## config.mk

```make
export PLATFORM = sky130hd
export DESIGN_NAME = pipe_idecode_flat
export DESIGN_NICKNAME = d
export VERILOG_FILES = /design/src/rtl/pipe_idecode_pkg.sv /design/src/rtl/pipe_idecode_if.sv /design/src/rtl/pipe_idecode_rf_bypass.sv /design/src/rtl/pipe_idecode.sv /design/src/flat_wrapper.sv
export SDC_FILE = /design/constraint.sdc
export NUM_CORES = 2
export LEC_CHECK = 0
export CAP_MARGIN = 10
export CORE_MARGIN = 1.5
export CORE_UTILIZATION = 60
export DETAILED_ROUTE_END_ITERATION = 7
export PLACE_DENSITY = 0.8
export SKIP_CTS_REPAIR_TIMING = 1
export SYNTH_ARGS = -nofsm -noshare
export SYNTH_HDL_FRONTEND = slang
export SYNTH_SLANG_ARGS = --single-unit
export TNS_END_PERCENT = 5
```

## constraint.sdc

```tcl
create_clock -name clk -period 4.2 [get_ports clk]
set_input_delay 0.63 -clock clk [delete_from_list [all_inputs] [get_ports clk]]
set_output_delay 0.63 -clock clk [all_outputs]
set_load 0.02 [all_outputs]
```

## src/rtl/pipe_idecode_pkg.sv

```systemverilog
// Shared decode definitions: second-source select codes, extender modes and
// the 32-bit immediate builder used by the decode stage.
package pipe_idecode_pkg;

  localparam logic RF2_RK = 1'b0;
  localparam logic RF2_RD = 1'b1;

  typedef enum logic [2:0] {
    EXT_12S = 3'd0,
    EXT_12U = 3'd1,
    EXT_5U  = 3'd2,
    EXT_20  = 3'd3,
    EXT_16  = 3'd4,
    EXT_26  = 3'd5
  } ext_op_e;

  // val is already extended to 32 bits; sgn says whether to keep extending
  // with val[31] or with zeros when XLEN is wider.
  typedef struct packed {
    logic        sgn;
    logic [31:0] val;
  } imm_t;

  function automatic imm_t ext_imm32(input logic [2:0] op, input logic [31:0] inst);
    imm_t r;
    r = '0;
    case (op)
      EXT_12S: begin r.val = {{20{inst[21]}}, inst[21:10]};               r.sgn = 1'b1; end
      EXT_12U: begin r.val = {20'b0, inst[21:10]};                         r.sgn = 1'b0; end
      EXT_5U:  begin r.val = {27'b0, inst[14:10]};                         r.sgn = 1'b0; end
      EXT_20:  begin r.val = {inst[24:5], 12'b0};                          r.sgn = 1'b1; end
      EXT_16:  begin r.val = {{14{inst[25]}}, inst[25:10], 2'b00};         r.sgn = 1'b1; end
      EXT_26:  begin r.val = {{4{inst[9]}}, inst[9:0], inst[25:10], 2'b00}; r.sgn = 1'b1; end
      default: r = '0;
    endcase
    return r;
  endfunction

endpackage

```

## src/rtl/pipe_idecode_if.sv

```systemverilog
// IF/ID input handshake and ID/EX output bundle of the decode stage.
interface pipe_idecode_if #(
  parameter int XLEN = 32,
  parameter int AW   = 5
);
  logic            in_valid, in_ready;
  logic [31:0]     in_inst;
  logic [XLEN-1:0] in_pc;
  logic [2:0]      in_sext_op;
  logic            in_rf2_sel, in_use1, in_use2, in_we, in_is_load;

  logic            out_valid, out_ready;
  logic [XLEN-1:0] out_pc, out_rd1, out_rd2, out_ext;
  logic [AW-1:0]   out_wr;
  logic            out_we, out_is_load;

  modport master (
    output in_valid, in_inst, in_pc, in_sext_op, in_rf2_sel, in_use1, in_use2, in_we, in_is_load,
    input  in_ready,
    input  out_valid, out_pc, out_rd1, out_rd2, out_ext, out_wr, out_we, out_is_load,
    output out_ready
  );

  modport slave (
    input  in_valid, in_inst, in_pc, in_sext_op, in_rf2_sel, in_use1, in_use2, in_we, in_is_load,
    output in_ready,
    output out_valid, out_pc, out_rd1, out_rd2, out_ext, out_wr, out_we, out_is_load,
    input  out_ready
  );
endinterface

```

## src/rtl/pipe_idecode_rf_bypass.sv

```systemverilog
// Register file with r0 hardwired to zero and a same-cycle WB write-through
// on every read port.
module rf_bypass #(
  parameter int XLEN = 32,
  parameter int NREG = 32,
  parameter int NRD  = 2,
  localparam int AW  = $clog2(NREG)
) (
  input  logic                      clk,
  input  logic                      rst,
  input  logic                      we,
  input  logic [AW-1:0]             wa,
  input  logic [XLEN-1:0]           wd,
  input  logic [NRD-1:0][AW-1:0]    ra,
  output logic [NRD-1:0][XLEN-1:0]  rd
);

  logic [NREG-1:0][XLEN-1:0] regs;

  always_ff @(posedge clk) begin
    if (rst)                  regs     <= '0;
    else if (we && wa != '0)  regs[wa] <= wd;
  end

  for (genvar p = 0; p < NRD; p++) begin : g_rd
    assign rd[p] = (we && ra[p] != '0 && wa == ra[p]) ? wd : regs[ra[p]];
  end

endmodule

```

## src/rtl/pipe_idecode.sv

```systemverilog
// Pipelined decode stage: RF read, EX/MEM/WB forwarding, immediate extension,
// load-use stall and the ID/EX register with valid/ready handshake.
module pipe_idecode
  import pipe_idecode_pkg::*;
#(
  parameter int XLEN  = 32,
  parameter int NREG  = 32,
  parameter int CNT_W = 32,
  localparam int AW   = $clog2(NREG)
) (
  input  logic              clk,
  input  logic              rst,
  pipe_idecode_if.slave     bus,
  input  logic              ex_we,
  input  logic              ex_is_load,
  input  logic [AW-1:0]     ex_wr,
  input  logic [XLEN-1:0]   ex_wd,
  input  logic              mem_we,
  input  logic [AW-1:0]     mem_wr,
  input  logic [XLEN-1:0]   mem_wd,
  input  logic              wb_we,
  input  logic [AW-1:0]     wb_wr,
  input  logic [XLEN-1:0]   wb_wd,
  input  logic              flush,
  output logic [CNT_W-1:0]  stall_cnt
);

  typedef struct packed {
    logic [XLEN-1:0] pc, rd1, rd2, ext;
    logic [AW-1:0]   wr;
    logic            we, is_load;
  } idex_t;

  logic [1:0][AW-1:0]   src;
  logic [1:0][XLEN-1:0] rf_rd, opnd;
  logic                 haz, adv, out_v;
  imm_t                 imm;
  logic [XLEN-1:0]      ext;
  idex_t                d, q;
  logic                 unused_inst;

  assign src[0] = bus.in_inst[5 +: AW];
  assign src[1] = (bus.in_rf2_sel == RF2_RD) ? bus.in_inst[0 +: AW] : bus.in_inst[10 +: AW];
  assign unused_inst = ^bus.in_inst;

  rf_bypass #(.XLEN(XLEN), .NREG(NREG), .NRD(2)) u_rf (
    .clk (clk),
    .rst (rst),
    .we  (wb_we),
    .wa  (wb_wr),
    .wd  (wb_wd),
    .ra  (src),
    .rd  (rf_rd)
  );

  // A load in EX has no data yet, so it is never a forwarding source.
  always_comb begin
    opnd = '0;
    for (int s = 0; s < 2; s++) begin
      if (src[s] == '0)                                      opnd[s] = '0;
      else if (ex_we && !ex_is_load && ex_wr == src[s])      opnd[s] = ex_wd;
      else if (mem_we && mem_wr == src[s])                   opnd[s] = mem_wd;
      else                                                   opnd[s] = rf_rd[s];
    end
  end

  assign imm = ext_imm32(bus.in_sext_op, bus.in_inst);
  assign ext = imm.sgn ? XLEN'($signed(imm.val)) : XLEN'(imm.val);

  assign haz = bus.in_valid && ex_is_load && ex_we && (ex_wr != '0) &&
               ((bus.in_use1 && src[0] == ex_wr) || (bus.in_use2 && src[1] == ex_wr));
  assign adv = bus.out_ready || !out_v;
  assign bus.in_ready = adv && !haz && !flush;

  always_comb begin
    d         = '0;
    d.pc      = bus.in_pc;
    d.rd1     = opnd[0];
    d.rd2     = opnd[1];
    d.ext     = ext;
    d.wr      = bus.in_inst[0 +: AW];
    d.we      = bus.in_we;
    d.is_load = bus.in_is_load;
  end

  // Payload only moves on LOAD; bubbles just drop valid.
  always_ff @(posedge clk) begin
    if (rst) begin
      out_v     <= 1'b0;
      q         <= '0;
      stall_cnt <= '0;
    end else begin
      if (flush)                               out_v <= 1'b0;
      else if (adv && bus.in_valid && !haz) begin
        out_v <= 1'b1;
        q     <= d;
      end else if (adv)                        out_v <= 1'b0;
      if (haz && !flush) stall_cnt <= stall_cnt + CNT_W'(1);
    end
  end

  assign bus.out_valid   = out_v;
  assign bus.out_pc      = q.pc;
  assign bus.out_rd1     = q.rd1;
  assign bus.out_rd2     = q.rd2;
  assign bus.out_ext     = q.ext;
  assign bus.out_wr      = q.wr;
  assign bus.out_we      = q.we;
  assign bus.out_is_load = q.is_load;

endmodule

```

## src/flat_wrapper.sv

```systemverilog
// flat-port wrapper written by rule: the top's interface ports become plain ports
module pipe_idecode_flat import pipe_idecode_pkg::*;
#(
  parameter int XLEN  = 32,
  parameter int NREG  = 32,
  parameter int CNT_W = 32,
  localparam int AW   = $clog2(NREG)
)
  (clk, rst, ex_we, ex_is_load, ex_wr, ex_wd, mem_we, mem_wr, mem_wd, wb_we, wb_wr, wb_wd, flush, stall_cnt, bus_in_valid, bus_in_inst, bus_in_pc, bus_in_sext_op, bus_in_rf2_sel, bus_in_use1, bus_in_use2, bus_in_we, bus_in_is_load, bus_in_ready, bus_out_valid, bus_out_pc, bus_out_rd1, bus_out_rd2, bus_out_ext, bus_out_wr, bus_out_we, bus_out_is_load, bus_out_ready);
  pipe_idecode_if #(.XLEN(XLEN), .AW(AW)) bus_i ();
  input  logic clk;
  input  logic rst;
  input  logic ex_we;
  input  logic ex_is_load;
  input  logic [AW-1:0] ex_wr;
  input  logic [XLEN-1:0] ex_wd;
  input  logic mem_we;
  input  logic [AW-1:0] mem_wr;
  input  logic [XLEN-1:0] mem_wd;
  input  logic wb_we;
  input  logic [AW-1:0] wb_wr;
  input  logic [XLEN-1:0] wb_wd;
  input  logic flush;
  output logic [CNT_W-1:0] stall_cnt;
  input wire logic [$bits(bus_i.in_valid)-1:0] bus_in_valid;
  input wire logic [$bits(bus_i.in_inst)-1:0] bus_in_inst;
  input wire logic [$bits(bus_i.in_pc)-1:0] bus_in_pc;
  input wire logic [$bits(bus_i.in_sext_op)-1:0] bus_in_sext_op;
  input wire logic [$bits(bus_i.in_rf2_sel)-1:0] bus_in_rf2_sel;
  input wire logic [$bits(bus_i.in_use1)-1:0] bus_in_use1;
  input wire logic [$bits(bus_i.in_use2)-1:0] bus_in_use2;
  input wire logic [$bits(bus_i.in_we)-1:0] bus_in_we;
  input wire logic [$bits(bus_i.in_is_load)-1:0] bus_in_is_load;
  output wire logic [$bits(bus_i.in_ready)-1:0] bus_in_ready;
  output wire logic [$bits(bus_i.out_valid)-1:0] bus_out_valid;
  output wire logic [$bits(bus_i.out_pc)-1:0] bus_out_pc;
  output wire logic [$bits(bus_i.out_rd1)-1:0] bus_out_rd1;
  output wire logic [$bits(bus_i.out_rd2)-1:0] bus_out_rd2;
  output wire logic [$bits(bus_i.out_ext)-1:0] bus_out_ext;
  output wire logic [$bits(bus_i.out_wr)-1:0] bus_out_wr;
  output wire logic [$bits(bus_i.out_we)-1:0] bus_out_we;
  output wire logic [$bits(bus_i.out_is_load)-1:0] bus_out_is_load;
  input wire logic [$bits(bus_i.out_ready)-1:0] bus_out_ready;
  assign bus_i.in_valid = bus_in_valid;
  assign bus_i.in_inst = bus_in_inst;
  assign bus_i.in_pc = bus_in_pc;
  assign bus_i.in_sext_op = bus_in_sext_op;
  assign bus_i.in_rf2_sel = bus_in_rf2_sel;
  assign bus_i.in_use1 = bus_in_use1;
  assign bus_i.in_use2 = bus_in_use2;
  assign bus_i.in_we = bus_in_we;
  assign bus_i.in_is_load = bus_in_is_load;
  assign bus_in_ready = bus_i.in_ready;
  assign bus_out_valid = bus_i.out_valid;
  assign bus_out_pc = bus_i.out_pc;
  assign bus_out_rd1 = bus_i.out_rd1;
  assign bus_out_rd2 = bus_i.out_rd2;
  assign bus_out_ext = bus_i.out_ext;
  assign bus_out_wr = bus_i.out_wr;
  assign bus_out_we = bus_i.out_we;
  assign bus_out_is_load = bus_i.out_is_load;
  assign bus_i.out_ready = bus_out_ready;
  pipe_idecode #(.XLEN(XLEN), .NREG(NREG), .CNT_W(CNT_W)) u_core (.clk(clk), .rst(rst), .bus(bus_i), .ex_we(ex_we), .ex_is_load(ex_is_load), .ex_wr(ex_wr), .ex_wd(ex_wd), .mem_we(mem_we), .mem_wr(mem_wr), .mem_wd(mem_wd), .wb_we(wb_we), .wb_wr(wb_wr), .wb_wd(wb_wd), .flush(flush), .stall_cnt(stall_cnt));
endmodule
```

[Word-level counts from Yosys, hierarchy flattened]
Index checks and enable logic that the tools add are counted.
Word-level totals
  input bits: 192
  memories kept: 0
  logic and storage cells: 117
  ROM bits: 0
  memory bits (writable): 0
  bits in registers: 1192
  output and inout bits: 169
  latch bits: 0
Cells by class
  reduce and logical (&&, ||, !) cells: 38
  equal/unequal tests: 13
  $mul: 0
  add/sub/neg operators: 1
  bitwise gates (word level): 1
  div/mod/pow operators: 0
  magnitude comparators: 4
  mux-type cells: 19
  shift-type cells: 0
Operator list (number)
  $bwmux 1024: 1
  $mux 32: 11
  $bmux 32 s5: 2
  $pmux 32 s6: 1
  $demux 32 s5: 1
  $eq 5x5->1: 8
  $add 32x1->32 const B: 1
  $logic_and 1x1->1: 22
  $reduce_bool 5->1: 4
  $lt 5x6->1 const B: 3
  $logic_not 5->1: 2
  $eq 3x2->1 const B: 2
  $eq 3x3->1 const B: 2
  $ge 5x1->1 const B: 1
  $mux 5: 1
  $logic_not 1->1: 4
  $eq 3x1->1 const B: 1
  $logic_not 3->1: 1
  $logic_or 1x1->1: 2
  $mux 1: 2
  $reduce_and 2->1: 1
  $reduce_bool 2->1: 1
  $reduce_or 2->1: 1
  $not 1->1: 1

[Depth between registers and ports, before layout]
  depth in word-level cells: 8
  mapped depth: 12
  gate-level depth less buffers: 7

[Hierarchy]
A second synthesis with hierarchy kept.
Unflattened totals
  cells, all modules: 7031
  area total of the unflattened synthesis: 61298.8 µm²
By module, submodules not included
  rf_bypass: area each 52716.8 µm², cells each 5987, sequential area each 20499.7 µm², instances 1
  pipe_idecode: area each 8582.0 µm², cells each 1044, sequential area each 3363.2 µm², instances 1

[Worst setup path before layout]
Ideal clock, no wire load.
  path kind: input -> output
  from: input port bus_in_rf2_sel
  to: output port bus_in_ready
  slack: 0.771 ns
  arrival time: 2.799 ns
  data required time: 3.570 ns
  stages on the path: 7
  buffers on the path: 2
  cells stage by stage: buf_2 mux2i_1 xor2_1 and3_1 a21oi_1 clkbuf_1 and2_1
Between the ends
  longest elaborated chain between the ends: 8
Ends and longest elaborated chain
  from (decl): RTL line flat_wrapper.sv:29  | input wire logic [$bits(bus_i.in_rf2_sel)-1:0] bus_in_rf2_sel;
  $mux 5: RTL line pipe_idecode.sv:43  | assign src[1] = (bus.in_rf2_sel == RF2_RD) ? bus.in_inst[0 +: AW] : bus.in_inst[10 +: AW];
  $eq 5x5->1: RTL line pipe_idecode.sv:71  | ((bus.in_use1 && src[0] == ex_wr) || (bus.in_use2 && src[1] == ex_wr));
  $logic_and 1x1->1: RTL line pipe_idecode.sv:71
  $logic_or 1x1->1: RTL line pipe_idecode.sv:71
  $logic_and 1x1->1: RTL line pipe_idecode.sv:70  | assign haz = bus.in_valid && ex_is_load && ex_we && (ex_wr != '0) &&
  $logic_not 1->1: RTL line pipe_idecode.sv:73  | assign bus.in_ready = adv && !haz && !flush;
  $logic_and 1x1->1 (2 in a row): RTL line pipe_idecode.sv:73
  to (decl): RTL line flat_wrapper.sv:34  | output wire logic [$bits(bus_i.in_ready)-1:0] bus_in_ready;
Every way passes these cells.

[Worst setup path after layout]
Same ends and word-level chain as after synthesis.

==> reports/qor.csv <==
stage;metric;value;unit
pwr;switching share of power;26.38;%
worst_setup_path;critical path arrival;3400;ps
clock_network;clk_lat worst skew;760;ps
grt;global-route wire length before repair;358500;um
floorplan;core outline area;96990;sq um
clock_network;CTS tree;built;
yosys;Synth Net Count;7000;
timing;Fin Hold WS;250.1;ps
timing;Post-Route Skew;25.98;ps
routing;Post-Route WL;251200;um
run_status;outcome;finished, violations left;
pwr;Power Density;373.3;nW/um^2
grt;largest net degree at the start of global routing;236;
yosys;Syn Inst Count;6807;
routing;WL/cell;30.37;um
yosys;Commonest cells post-synth;nand2_1, dfxtp_1, a21oi_1;
run_status;failing checks;DRC;
pwr;VDD IR max;0.3540;mV
timing;max_slew headroom;2.722;%
pwr;Leak;22.87;nW
floorplan;Die W;316.2;um
floorplan;Initial Utilization;60.67;%
yosys;count of state elements after synthesis;1192;
worst_setup_path;critical path type;input pin to primary output;
yosys;yosys warns;0;
worst_setup_path;CP Launch Type;input pin;
yosys;ys async rst share;0;%
layout;area of the multi-input gates;32630;sq um
timing;# setup viols final;0;
pwr;Pint;18.93;mW
yosys;Yosys top cell by area;dfxtp_1;
worst_setup_path;R2R depth;10;
hold_path;worst min-delay path category;input pin to flip-flop;
timing;Setup WS post-layout;165.7;ps
placed_design;number of port buffers;354;
worst_setup_path;CP Data Required Time;3570;ps
layout;Seq. cell area;23860;sq um
timing;RSZ-0062 raised after global routing;no;
clock_network;CTS Sinks;1192;
yosys;dominant cells by area after synthesis;dfxtp_1, mux4_2, nand2_1, a21oi_1, clkbuf_1;
routing;ANT nets after route;0;
clock_network;H-tree depth;3;
run;max-cap violations;0;
timing;Worst-Margin Slew;1446;ps
yosys;syn_area_per_cell;8.645;sq um
yosys;unique cell type count in the Yosys netlist;61;
routing;DR pass1 iterations;8;
floorplan;num rows;114;
pwr;Pwr Total;25.72;mW
timing;FMAX;247.9;MHz
layout;NumNets Final;7071;
timing;final period demand of the worst path;4034;ps
pwr;Comb pwr share;11.7;%
routing;routed via count;60610;
placed_design;pre-CTS WS;-127.9;ps
yosys;most frequent cell after synthesis;nand2_1;
grt;vias in the first global route;56500;
timing;final hold vios;0;
pwr;Flop pwr share;44.9;%
grt;GRT overflow;0;
layout;Area growth syn-to-layout;17.08;%
placed_design;gpl congestion;1.010;
pwr;NetSw;6.784;mW
routing;DR vias/cell;7.328;
placed_design;post-DP HPWL;152500;um
clock_network;root buf cell;clkbuf_16;
routing;drt drc;103;
clock_network;CTS clk-pin slew, worst paths;60;ps
grt;GRT Total Usage;48.48;%
yosys;Netlist Area Pre-Place;58850;sq um
floorplan;die height;316.2;um
timing;Pins Over Slew Limit;0;
yosys;Synth top area share;40.55;%
worst_setup_path;Worst setup EP type;primary output;
clock_network;Clock Path Buffers;3;
layout;fillers;6823;
timing;final worst-path cycle share;96.05;%
yosys;EDFF count, synth;0;
layout;layout cell share with drive strength beyond 1;15.49;%
yosys;sequential area share after synthesis;40.55;%
grt;antenna violations before repair;29;
floorplan;Top Ports;361;
worst_setup_path;crit path max fanout;6;
yosys;ys flop type;dfxtp_1;
floorplan;die area;99970;sq um
clock_network;CTS buffer count;119;
pwr;Clk pwr share;43.5;%
routing;starting DRC count in detailed routing;12830;
hold_path;WHS Path Cells;3;
power groups by stage:
stage                     clock network, mW  registers (mW)  logic [mW]
after detailed placement                  0            11.8        2.80
after floorplan                           0            11.8        1.50
final                                  11.2            11.5        3.00
after CTS                              11.0            11.5        2.82
after global routing                   11.5            11.6        3.02
after global placement                    0            11.8        2.78
metal layers:
layer | share of wire [%] | vias up | track usage (%)
met5 | 0.15 | - | 1.752
met4 | 10 | 28 | 38.67
met3 | 19 | 2042 | 25.82
met2 | 39 | 6498 | 66.70
met1 | 31 | 27990 | 55.80
li1 | - | 24050 | -
cells in the final DEF (no fill, tap or decap), types with 120 or more instances in the layout:
cell type,instances
mux2i_1,158
nand2_1,2141
buf_4,242
mux4_2,471
a21oi_1,1121
o22ai_1,169
clkbuf_16,120
dfxtp_1,1192
clkdlybuf4s50_1,348
nor2_1,139
logic make-up after synthesis:
logic type               Yosys count  synth area share (%)
multiplexers                     634                 20.80
XOR/XNOR                          61                0.9079
flip-flops                      1192                 40.55
adder cells (fa/ha/maj)            1               0.02126
buffers and inverters            718                 4.729
AND/OR/NAND/NOR                 2687                 18.46
AO/OA/AOI/OAI                   1514                 14.52
sequential cells by signal, indices dropped and copies added, names as in the netlist:
signal	flops
u_core.u_rf.regs	1024
u_core.bus.out_ext	32
u_core.bus.out_pc	32
u_core.bus.out_rd1	32
u_core.bus.out_rd2	32
u_core.stall_cnt	32
u_core.bus.out_wr	5
u_core.bus.out_is_load	1
u_core.bus.out_valid	1
u_core.bus.out_we	1
through the flow:
stage | setup TNS (ps) | instance area (sq um) | util [%] | cells
after floorplan | 0 | 58850 | - | 6807
after global placement | -57.02 | 64800 | 66.80 | 8031
after detailed placement | -787.4 | 64800 | 66.80 | 8031
after CTS | 0 | 68830 | 70.96 | 8247
after global routing | 0 | 68870 | 71.00 | 8261
final | 0 | 68890 | 71.03 | 8271
layout make-up:
type                    count  area share [%]
clock inverters            44          0.7773
repair buffers            663           9.727
clock buffers             172           5.078
well taps                1276           2.317
inverters                   5         0.02724
flip-flops and latches   1192           34.64
multi-input cells        4897           47.36
diodes                     22         0.07991
final timing paths:
kind                                              from  slack, ps                     end
worst min-delay path                               rst        250  u_core.bus.out_rd1[26]
worst max register to register    u_core.bus.out_valid        470  u_core.bus.out_rd2[10]
worst min register to register  u_core.bus.out_rd1[13]        450  u_core.bus.out_rd1[13]
worst max-delay path                    bus_in_rf2_sel        170            bus_in_ready
critical path: stages:
cell	delay (ps)
clkdlybuf4s50_1	610
buf_4	220
mux2i_1	300
xnor2_1	140
nor4_2	550
a21oi_2	180
and2_1	190
clkdlybuf4s50_1	560
No activity file was read; power rests on OpenSTA's default activity.
